`src/rtl/ultrasonic_scheduler.sv`:
```
// HC-SR04 style measurement sequencer: trigger, echo timing, cm conversion.
// Publishes the rounded distance with a 1-cycle strobe; handles timeouts and shot period.
module ultrasonic_scheduler #(
    parameter int TRIG_CYCLES    = 500,
    parameter int CYCLES_PER_CM  = 2900,
    parameter int TIMEOUT_CYCLES = 1_500_000,
    parameter int PERIOD_CYCLES  = 3_000_000
) (
    input  logic        clk,
    input  logic        reset,
    input  logic        enable,
    input  logic        echo,
    output logic        trigger,
    output logic [15:0] cm,
    output logic        cm_valid,
    output logic        timeout_err,
    output logic        busy
);

    localparam int GW = $clog2(TRIG_CYCLES + 1);
    localparam int SW = $clog2(CYCLES_PER_CM + 1);
    localparam int TW = $clog2(TIMEOUT_CYCLES + 1);
    localparam int PW = $clog2(PERIOD_CYCLES + 1);

    localparam logic [GW-1:0] TRIG_LAST = GW'(TRIG_CYCLES - 1);
    localparam logic [SW-1:0] CPC_LAST  = SW'(CYCLES_PER_CM - 1);
    localparam logic [SW-1:0] CPC_HALF  = SW'(CYCLES_PER_CM / 2);
    localparam logic [TW-1:0] TMO_LAST  = TW'(TIMEOUT_CYCLES - 1);
    localparam logic [PW-1:0] PER_LAST  = PW'(PERIOD_CYCLES - 1);

    typedef enum logic [2:0] {
        IDLE,
        TRIG,
        WAIT_RISE,
        MEASURE,
        CONVERT,
        HOLDOFF
    } state_t;

    state_t state;
    state_t state_n;

    logic echo_m;
    logic echo_s;
    logic echo_d;
    logic rise;
    logic fall;

    logic [GW-1:0] trig_cnt;
    logic [TW-1:0] tmo_cnt;
    logic [PW-1:0] per_cnt;
    logic [SW-1:0] sub_cnt;
    logic [15:0]   cm_acc;
    logic [15:0]   cm_round;

    logic trig_done;
    logic tmo_hit;
    logic per_done;
    logic set_valid;
    logic set_tmo;

    assign rise      = echo_s & ~echo_d;
    assign fall      = ~echo_s & echo_d;
    assign trig_done = (trig_cnt == TRIG_LAST);
    assign tmo_hit   = (tmo_cnt == TMO_LAST);
    assign per_done  = (per_cnt == PER_LAST);
    assign busy      = (state != IDLE);

    // Round half up on the leftover sub-centimetre count, never wrapping past 16'hFFFF.
    assign cm_round = ((sub_cnt >= CPC_HALF) && (cm_acc != 16'hFFFF))
                    ? cm_acc + 16'd1 : cm_acc;

    // Two-flop synchroniser for the async echo pin plus a delayed copy for edge detection.
    always_ff @(posedge clk) begin
        if (reset) begin
            echo_m <= 1'b0;
            echo_s <= 1'b0;
            echo_d <= 1'b0;
        end else begin
            echo_m <= echo;
            echo_s <= echo_m;
            echo_d <= echo_s;
        end
    end

    // State register.
    always_ff @(posedge clk) begin
        if (reset) begin
            state <= IDLE;
        end else begin
            state <= state_n;
        end
    end

    // Next-state logic and strobe requests.
    always_comb begin
        state_n   = state;
        set_valid = 1'b0;
        set_tmo   = 1'b0;
        unique case (state)
            IDLE: begin
                if (enable) state_n = TRIG;
            end
            TRIG: begin
                if (trig_done) state_n = WAIT_RISE;
            end
            WAIT_RISE: begin
                if (rise) begin
                    state_n = MEASURE;
                end else if (tmo_hit) begin
                    state_n = HOLDOFF;
                    set_tmo = 1'b1;
                end
            end
            MEASURE: begin
                if (fall) begin
                    state_n = CONVERT;
                end else if (tmo_hit) begin
                    state_n = HOLDOFF;
                    set_tmo = 1'b1;
                end
            end
            CONVERT: begin
                set_valid = 1'b1;
                state_n   = HOLDOFF;
            end
            HOLDOFF: begin
                if (per_done) state_n = enable ? TRIG : IDLE;
            end
            default: state_n = IDLE;
        endcase
    end

    // Trigger width, timeout and shot-period counters.
    always_ff @(posedge clk) begin
        if (reset) begin
            trig_cnt <= '0;
            tmo_cnt  <= '0;
            per_cnt  <= '0;
        end else begin
            if ((state == TRIG) && !trig_done) begin
                trig_cnt <= trig_cnt + 1'b1;
            end else begin
                trig_cnt <= '0;
            end

            if ((((state == WAIT_RISE) && !rise) || (state == MEASURE)) && !tmo_hit) begin
                tmo_cnt <= tmo_cnt + 1'b1;
            end else begin
                tmo_cnt <= '0;
            end

            if ((state == IDLE) || ((state == HOLDOFF) && per_done)) begin
                per_cnt <= '0;
            end else if (!per_done) begin
                per_cnt <= per_cnt + 1'b1;
            end
        end
    end

    // Echo width accumulation in whole centimetres plus a sub-centimetre remainder.
    always_ff @(posedge clk) begin
        if (reset) begin
            sub_cnt <= '0;
            cm_acc  <= '0;
        end else if ((state == WAIT_RISE) && rise) begin
            sub_cnt <= '0;
            cm_acc  <= '0;
        end else if ((state == MEASURE) && echo_s) begin
            if (sub_cnt == CPC_LAST) begin
                sub_cnt <= '0;
                if (cm_acc != 16'hFFFF) cm_acc <= cm_acc + 16'd1;
            end else begin
                sub_cnt <= sub_cnt + 1'b1;
            end
        end
    end

    // Registered outputs: trigger follows the TRIG state, strobes align with cm update.
    always_ff @(posedge clk) begin
        if (reset) begin
            trigger     <= 1'b0;
            cm          <= 16'd0;
            cm_valid    <= 1'b0;
            timeout_err <= 1'b0;
        end else begin
            trigger     <= (state_n == TRIG);
            cm_valid    <= set_valid;
            timeout_err <= set_tmo;
            if (set_valid) cm <= cm_round;
        end
    end

endmodule

```
`config.mk`:
```
export PLATFORM = sky130hd
export DESIGN_NAME = ultrasonic_scheduler
export DESIGN_NICKNAME = d
export VERILOG_FILES = /design/src/rtl/ultrasonic_scheduler.sv
export SDC_FILE = /design/constraint.sdc
export NUM_CORES = 1
export LEC_CHECK = 0
export ABC_CLOCK_PERIOD_IN_PS = 1800
export CORE_ASPECT_RATIO = 2
export CORE_UTILIZATION = 57
export DETAILED_ROUTE_END_ITERATION = 8
export DONT_BUFFER_PORTS = 1
export GPL_TIMING_DRIVEN = 0
export PLACE_DENSITY_LB_ADDON = 0.12
export SLEW_MARGIN = 20
export SYNTH_ARGS = -nofsm -noshare
export SYNTH_HDL_FRONTEND = slang
export SYNTH_SLANG_ARGS = --single-unit
```
`constraint.sdc`:
```
create_clock -name clk -period 1.8 [get_ports clk]
set_input_delay 0.18 -clock clk [delete_from_list [all_inputs] [get_ports clk]]
set_output_delay 0.18 -clock clk [all_outputs]
set_load 0.01 [all_outputs]
```
==> results of run 1 <==
-- kinds of logic (layout without fill, tap and decap cells) --
group	count (synthesis)	in the layout
XOR/XNOR	75	75
buffers and inverters	33	80
flip-flops	105	105
AND/OR/NAND/NOR	298	298
multiplexers	3	3
AO/OA/AOI/OAI	53	53
adder cells (fa/ha/maj)	6	6
-- cell usage after synthesis (7+ instances only) --
library cell,instances,area (µm²)
buf_2,12,60.1
o21ai_0,11,55.1
dfxtp_1,105,2100
a21oi_1,12,60.1
xnor2_1,30,263
and3_1,15,93.8
a211oi_1,12,90.1
or3_1,11,68.8
nand3_1,29,145
nor3_1,7,35.0
inv_1,7,26.3
clkbuf_1,10,37.5
xor2_1,45,394
nor2_1,116,435
nand2b_1,8,50.1
nand4_1,21,131
nand2_1,46,173
-- area by class of cell --
cell class / count / area, µm²
plain buffers: 20 / 158
clock buffers: 11 / 253
clock inverters: 5 / 40.0
fillers: 627 / 2140
inverters: 7 / 28.8
multi-input cells: 435 / 3070
flip-flops and latches: 105 / 2170
well taps: 98 / 123
repair buffers: 37 / 307
-- path summary, 6_finish.rpt --
path         slack, ns  cells after the start  startpoint  endpoint
max              -0.16                      8   cm_acc[7]     cm[5]
min reg2reg       0.45                      1      echo_m    echo_s
min               0.37                      4      enable  state[0]
max reg2reg      -0.16                      8   cm_acc[7]     cm[5]
-- registers in the layout, indices dropped and copies added (netlist names) --
signal       count
per_cnt         22
tmo_cnt         21
cm              16
cm_acc          16
sub_cnt         12
trig_cnt         9
state            3
cm_valid         1
echo_d           1
echo_m           1
echo_s           1
timeout_err      1
trigger          1
-- layer usage --
layer | GRT usage (%) | part of all wire (%) | up-vias
met2 | 49.6 | 57 | 77
met4 | 13.7 | 4.0 | 0
met3 | 4.20 | 3.1 | 36
met1 | 27.1 | 36 | 2014
li1 | - | - | 2049
met5 | 0 | 0 | -
-- power breakdown --
group	internal, mW	leakage, nW	switching [mW]
Clock	1.02	0.134	0.881
Sequential	2.32	0.867	0.0126
Combinational	0.0447	1.06	0.0686
-- cell usage in the layout (no fill, tap or decap), types with 11 or more instances in the layout --
| cell | synthesis | routed |
|---|---|---|
| nor2_1 | 116 | 110 |
| dfxtp_1 | 105 | 72 |
| xor2_1 | 45 | 45 |
| nand2_1 | 46 | 41 |
| buf_4 | 2 | 32 |
| xnor2_1 | 30 | 27 |
| nand3_1 | 29 | 23 |
| nand4_1 | 21 | 21 |
| dfxtp_2 | 0 | 21 |
| buf_6 | 1 | 15 |
| dfxtp_4 | 0 | 12 |
| and3_1 | 15 | 11 |
-- timing repair --
action,4_1_cts,5_1_grt
pin swaps,19,35
endpoints found under the hold margin,1,0
setup endpoints to repair,86,86
gates resized for setup,71,84
hold buffers,1,0
setup buffers,20,14
cloned,1,1
-- worst max-delay path, delay by kind of cell (launching register included) --
kind / cells / cell delay [ns]
buffers and inverters: 3 / 0.41
AO/OA/AOI/OAI: 2 / 0.42
flip-flops: 1 / 0.32
AND/OR/NAND/NOR: 3 / 0.70
==> impl_metrics.yaml, run 1 <==
critical_path:
  capturing_element_type_of_the_critical_path: "register"
  crit_path_max_incr_delay_ns: 0.33
  critical-path-slowest-cell: "or3_1"
  timing_worst_setup_path_type: "reg -> reg"
  path_cells: "buf_6 > and4_1 > buf_6 > nand4_1 > o21ai_4 > buf_6 > or3_1 > a311oi_1"
  crit_fanout: 7
  cp_common_cell: "buf_6"
  cp.required_ns: 2.05
  arrival_ns: 2.21
  cp-start-kind: "register"
yosys:
  synth_simple_gate_area_share_pct: 31.4
  synth_area_per_cell_um2: 8.58
  mappedNetlistArea_um2: 4920
  post_synth_xor_area_fraction_pct: 13.4
  ys.warnings.count: 0
  postSynth.topFlopCell: "dfxtp_1"
  synth.area.mux_share_pct: 0.611
  synth_edf_count: 0
  synth_sequential_area_ratio_pct: 42.7
  largest_family_of_logic_cells_by_synthesized_area: "simple AND/OR/NAND/NOR gates"
  synth-adder-area-share_pct: 1.53
  yosys.cell_types.count: 61
  mappedNetlistNets: 583
  async_flop_share_pct: 0
  synth_compound_area_share_pct: 7.28
  post_synth_inst_count: 573
  synth-seq-cells: 105
clock_tree:
  cts-root-buf: "clkbuf_16"
  clk_latency_ns: 0.35
  cts_max_path_buffers: 2
  clock_sink_total: 105
  tritoncts: "done"
  htree_levels: 3
  inserted_clock_buffers: 9
  clkSlewWorstSetupHoldPaths_ns: 0.07
cells_and_area:
  instances_no_fill: 718
  post_synthesis_to_final_layout_area_growth_pct: 25.0
  final_net_count: 625
  final_layout_size_suffix_gt1_share_pct: 28.9
  finalCoreUtilization_pct: 74.2
  final_design_area_no_fill_um2: 6150
  antenna_cells: 0
power_and_ir_drop:
  max-vdd-ir-drop_uv: 495
  pwr_density_cell_nw_per_um2: 706
  total_leakage_power_nw: 2.07
  post-layout-total-power_mw: 4.34
floorplan:
  placementRows: 47
  initial_core_util_pct: 59.3
  chipWidth_um: 67.7
  io_pins: 24
  die-height_um: 133
  placeableCoreArea_um2: 8290
  design.die.area_um2: 9030
sta:
  period_minus_slack_ns: 1.96
  finalHoldViolCount: 0
  finClkSkew_ns: 0.00778
  worst_hold_slack_ns: 0.368
  setup_viol: 18
  post_route_setup_slack_ns: -0.156
  min_period_over_period_pct: 109
  maxSlewViolCount: 0
  timing.setup.tns_ns: -0.874
  worstMarginPinSlew_ns: 0.589
  max_freq_mhz: 511
  rsz0062_at_grt: "true"
  slew_headroom_pct: 60.7
placed_design:
  dpl_worst_slack_ns: -0.478
  place.gp.congestion: 0.920
  post-dp-hpwl_um: 7760
  place_area_um2: 5060
  placedCellCount: 671
  portBuffers: 0
routing:
  drt_first_pass_iters: 4
  route.final.wire_length_um: 12000
  drc: 0
  vias_per_cell: 5.82
  drt_iter0_drc: 226
  ant_nets: 0
  via_count: 4176
  route.detailed.wl_per_inst_um: 16.7
grt:
  grt_start_max_net_pins: 20
  wire_length_of_the_first_global_routing_pass_um: 18400
  grt_overflow: 0
  first_global_vias: 3942
  grt_use_total_pct: 26.8
  antenna_found_initial: 0
run:
  max_cap_viol_count: 0
outcome:
  violated_checks: "negative setup slack"
  status: "complete, but fails checks"
min_path:
  min_path_type: "in -> reg"
Power figures use the tool's default switching activity.
==> run 2: changes to the inputs <==
Settings changed: PLACE_DENSITY_LB_ADDON 0.12 to 0.1.
==> impl_metrics.yaml, run 2 (synthesis gave the netlist of run 1 again) <==
cells_and_area:
  final_layout_size_suffix_gt1_share_pct: 29.3
  final_common_cell: "nor2_1"
  instances_no_fill: 719
  post_synthesis_to_final_layout_area_growth_pct: 26.3
  max_flop_register: "per_cnt"
  largest_register_ffs: 22
  antenna_cells: 0
  layout_common_cells: "nor2_1, dfxtp_1, xor2_1"
  final_net_count: 626
  final_design_area_no_fill_um2: 6210
  top_regs: "per_cnt (22), tmo_cnt (21)"
clock_tree:
  cts_max_path_buffers: 2
  clock_sink_total: 105
  tritoncts: "done"
  clk_latency_ns: 0.35
  cts-root-buf: "clkbuf_16"
  clkSlewWorstSetupHoldPaths_ns: 0.07
  inserted_clock_buffers: 9
  htree_levels: 3
routing:
  via_count: 4264
  route.final.wire_length_um: 12400
  ant_nets: 0
  drt_iter0_drc: 172
  drt_first_pass_iters: 7
  route.detailed.wl_per_inst_um: 17.3
  drc: 0
  vias_per_cell: 5.93
critical_path:
  cp-start-kind: "register"
  timing.reg2reg.setup_slack_ns: -0.09
  arrival_ns: 2.12
  reg2reg_to: "cm_acc[15]"
  cp.required_ns: 2.04
  capturing_element_type_of_the_critical_path: "register"
  worstRegToRegCells: 8
  timing.critical_path.to: "cm_acc[15]"
  crit_fanout: 5
  worstReg2RegStart: "sub_cnt[5]"
  timing_worst_setup_path_type: "reg -> reg"
  crit_start: "sub_cnt[5]"
sta:
  finalHoldViolCount: 0
  max_freq_mhz: 530
  worstMarginPinSlew_ns: 0.739
  post_route_setup_slack_ns: -0.0871
  rsz0062_at_grt: "true"
  setup_viol: 26
  period_minus_slack_ns: 1.89
  timing.setup.tns_ns: -1.51
  slew_headroom_pct: 50.7
  finClkSkew_ns: 0.00976
  maxSlewViolCount: 0
  min_period_over_period_pct: 105
power_and_ir_drop:
  post-layout-total-power_mw: 4.45
  pwr_density_cell_nw_per_um2: 717
  max-vdd-ir-drop_uv: 554
  total_leakage_power_nw: 2.15
placed_design:
  place_area_um2: 5060
  portBuffers: 0
  post-dp-hpwl_um: 7900
  place.gp.congestion: 0.920
  placedCellCount: 671
grt:
  antenna_found_initial: 0
  wire_length_of_the_first_global_routing_pass_um: 18600
  first_global_vias: 4077
  grt_use_total_pct: 27.5
  grt_start_max_net_pins: 17
  grt_overflow: 0
floorplan:
  initial_core_util_pct: 59.3
  design.die.area_um2: 9030
  placementRows: 47
  die-height_um: 133
  io_pins: 24
  chipWidth_um: 67.7
  placeableCoreArea_um2: 8290
outcome:
  status: "complete, but fails checks"
  violated_checks: "negative setup slack"
min_path:
  min_path_type: "in -> reg"
run:
  max_cap_viol_count: 0
## run 2: cell count changes in the layout (fill, tap and decap cells not counted), sizes merged
| cell | previous run | this run |
|---|---|---|
| buf | 48 | 51 |
| bufinv | 0 | 1 |
| clkinvlp | 3 | 1 |
| clkbuf | 19 | 18 |
## run 2: report_power, final
group / switching [mW] / leakage, nW / internal, mW
registers: 0.0132 / 0.870 / 2.32
clock network: 0.846 / 0.149 / 1.16
logic: 0.0734 / 1.13 / 0.0435
## run 2: routing by layer
layer,routed length (µm),track usage [%]
met1,4380,26.4
met2,7090,50.3
met3,397,5.05
met4,541,17.3
met5,0,0
## run 2: per-stage QoR
| stage | setup WS, ns | utilization (%) | hold slack [ns] |
|---|---|---|---|
| 6_report | -0.0871 | 74.9 | 0.394 |
| 3_5_place_dp | -0.531 | 61.0 | 0.314 |
| 3_3_place_gp | -0.471 | 61.0 | 0.321 |
| 4_1_cts | -0.111 | 69.3 | 0.382 |
| 2_1_floorplan | 0.00103 | - | 0.308 |
| 5_1_grt | -0.166 | 74.9 | 0.413 |
## run 2: worst max-delay path: stages (launching register included)
cell and delay, ns:
dfxtp_4 0.37, nor4bb_4 0.30, nand4_1 0.15, buf_6 0.16, nor3_4 0.30, buf_4 0.17, nand4_1 0.09, xor2_1 0.18
nor2_1 0.06
## run 2: how the worst min path moves through the flow
stage / startpoint / end / slack [ns] / depth (start not counted)
final: enable / state[0] / 0.39 / 4
after global routing: enable / state[0] / 0.41 / 4
after CTS: enable / state[0] / 0.38 / 4
after detailed placement: echo / echo_m / 0.31 / 1
after global placement: echo / echo_m / 0.32 / 1
after floorplan: echo / echo_m / 0.31 / 1
## run 2: layout make-up
class                           count  area, µm²
Sequential cell                   105       2170
Fill cell                         613       2080
Inverter                            7       26.3
Buffer                             20        160
Timing Repair Buffer               38        327
Tap cell                           98        123
Clock buffer                       12        256
Clock inverter                      4       51.3
Multi-Input combinational cell    435       3090
## run 2: timing repair
action / in CTS / in global routing
endpoints found under the hold margin: 1 / 0
hold buffers: 1 / 0
gates resized for setup: 69 / 91
gates cloned: 1 / 0
endpoints found under the setup margin: 86 / 82
setup buffers: 19 / 17
pin swaps: 20 / 37
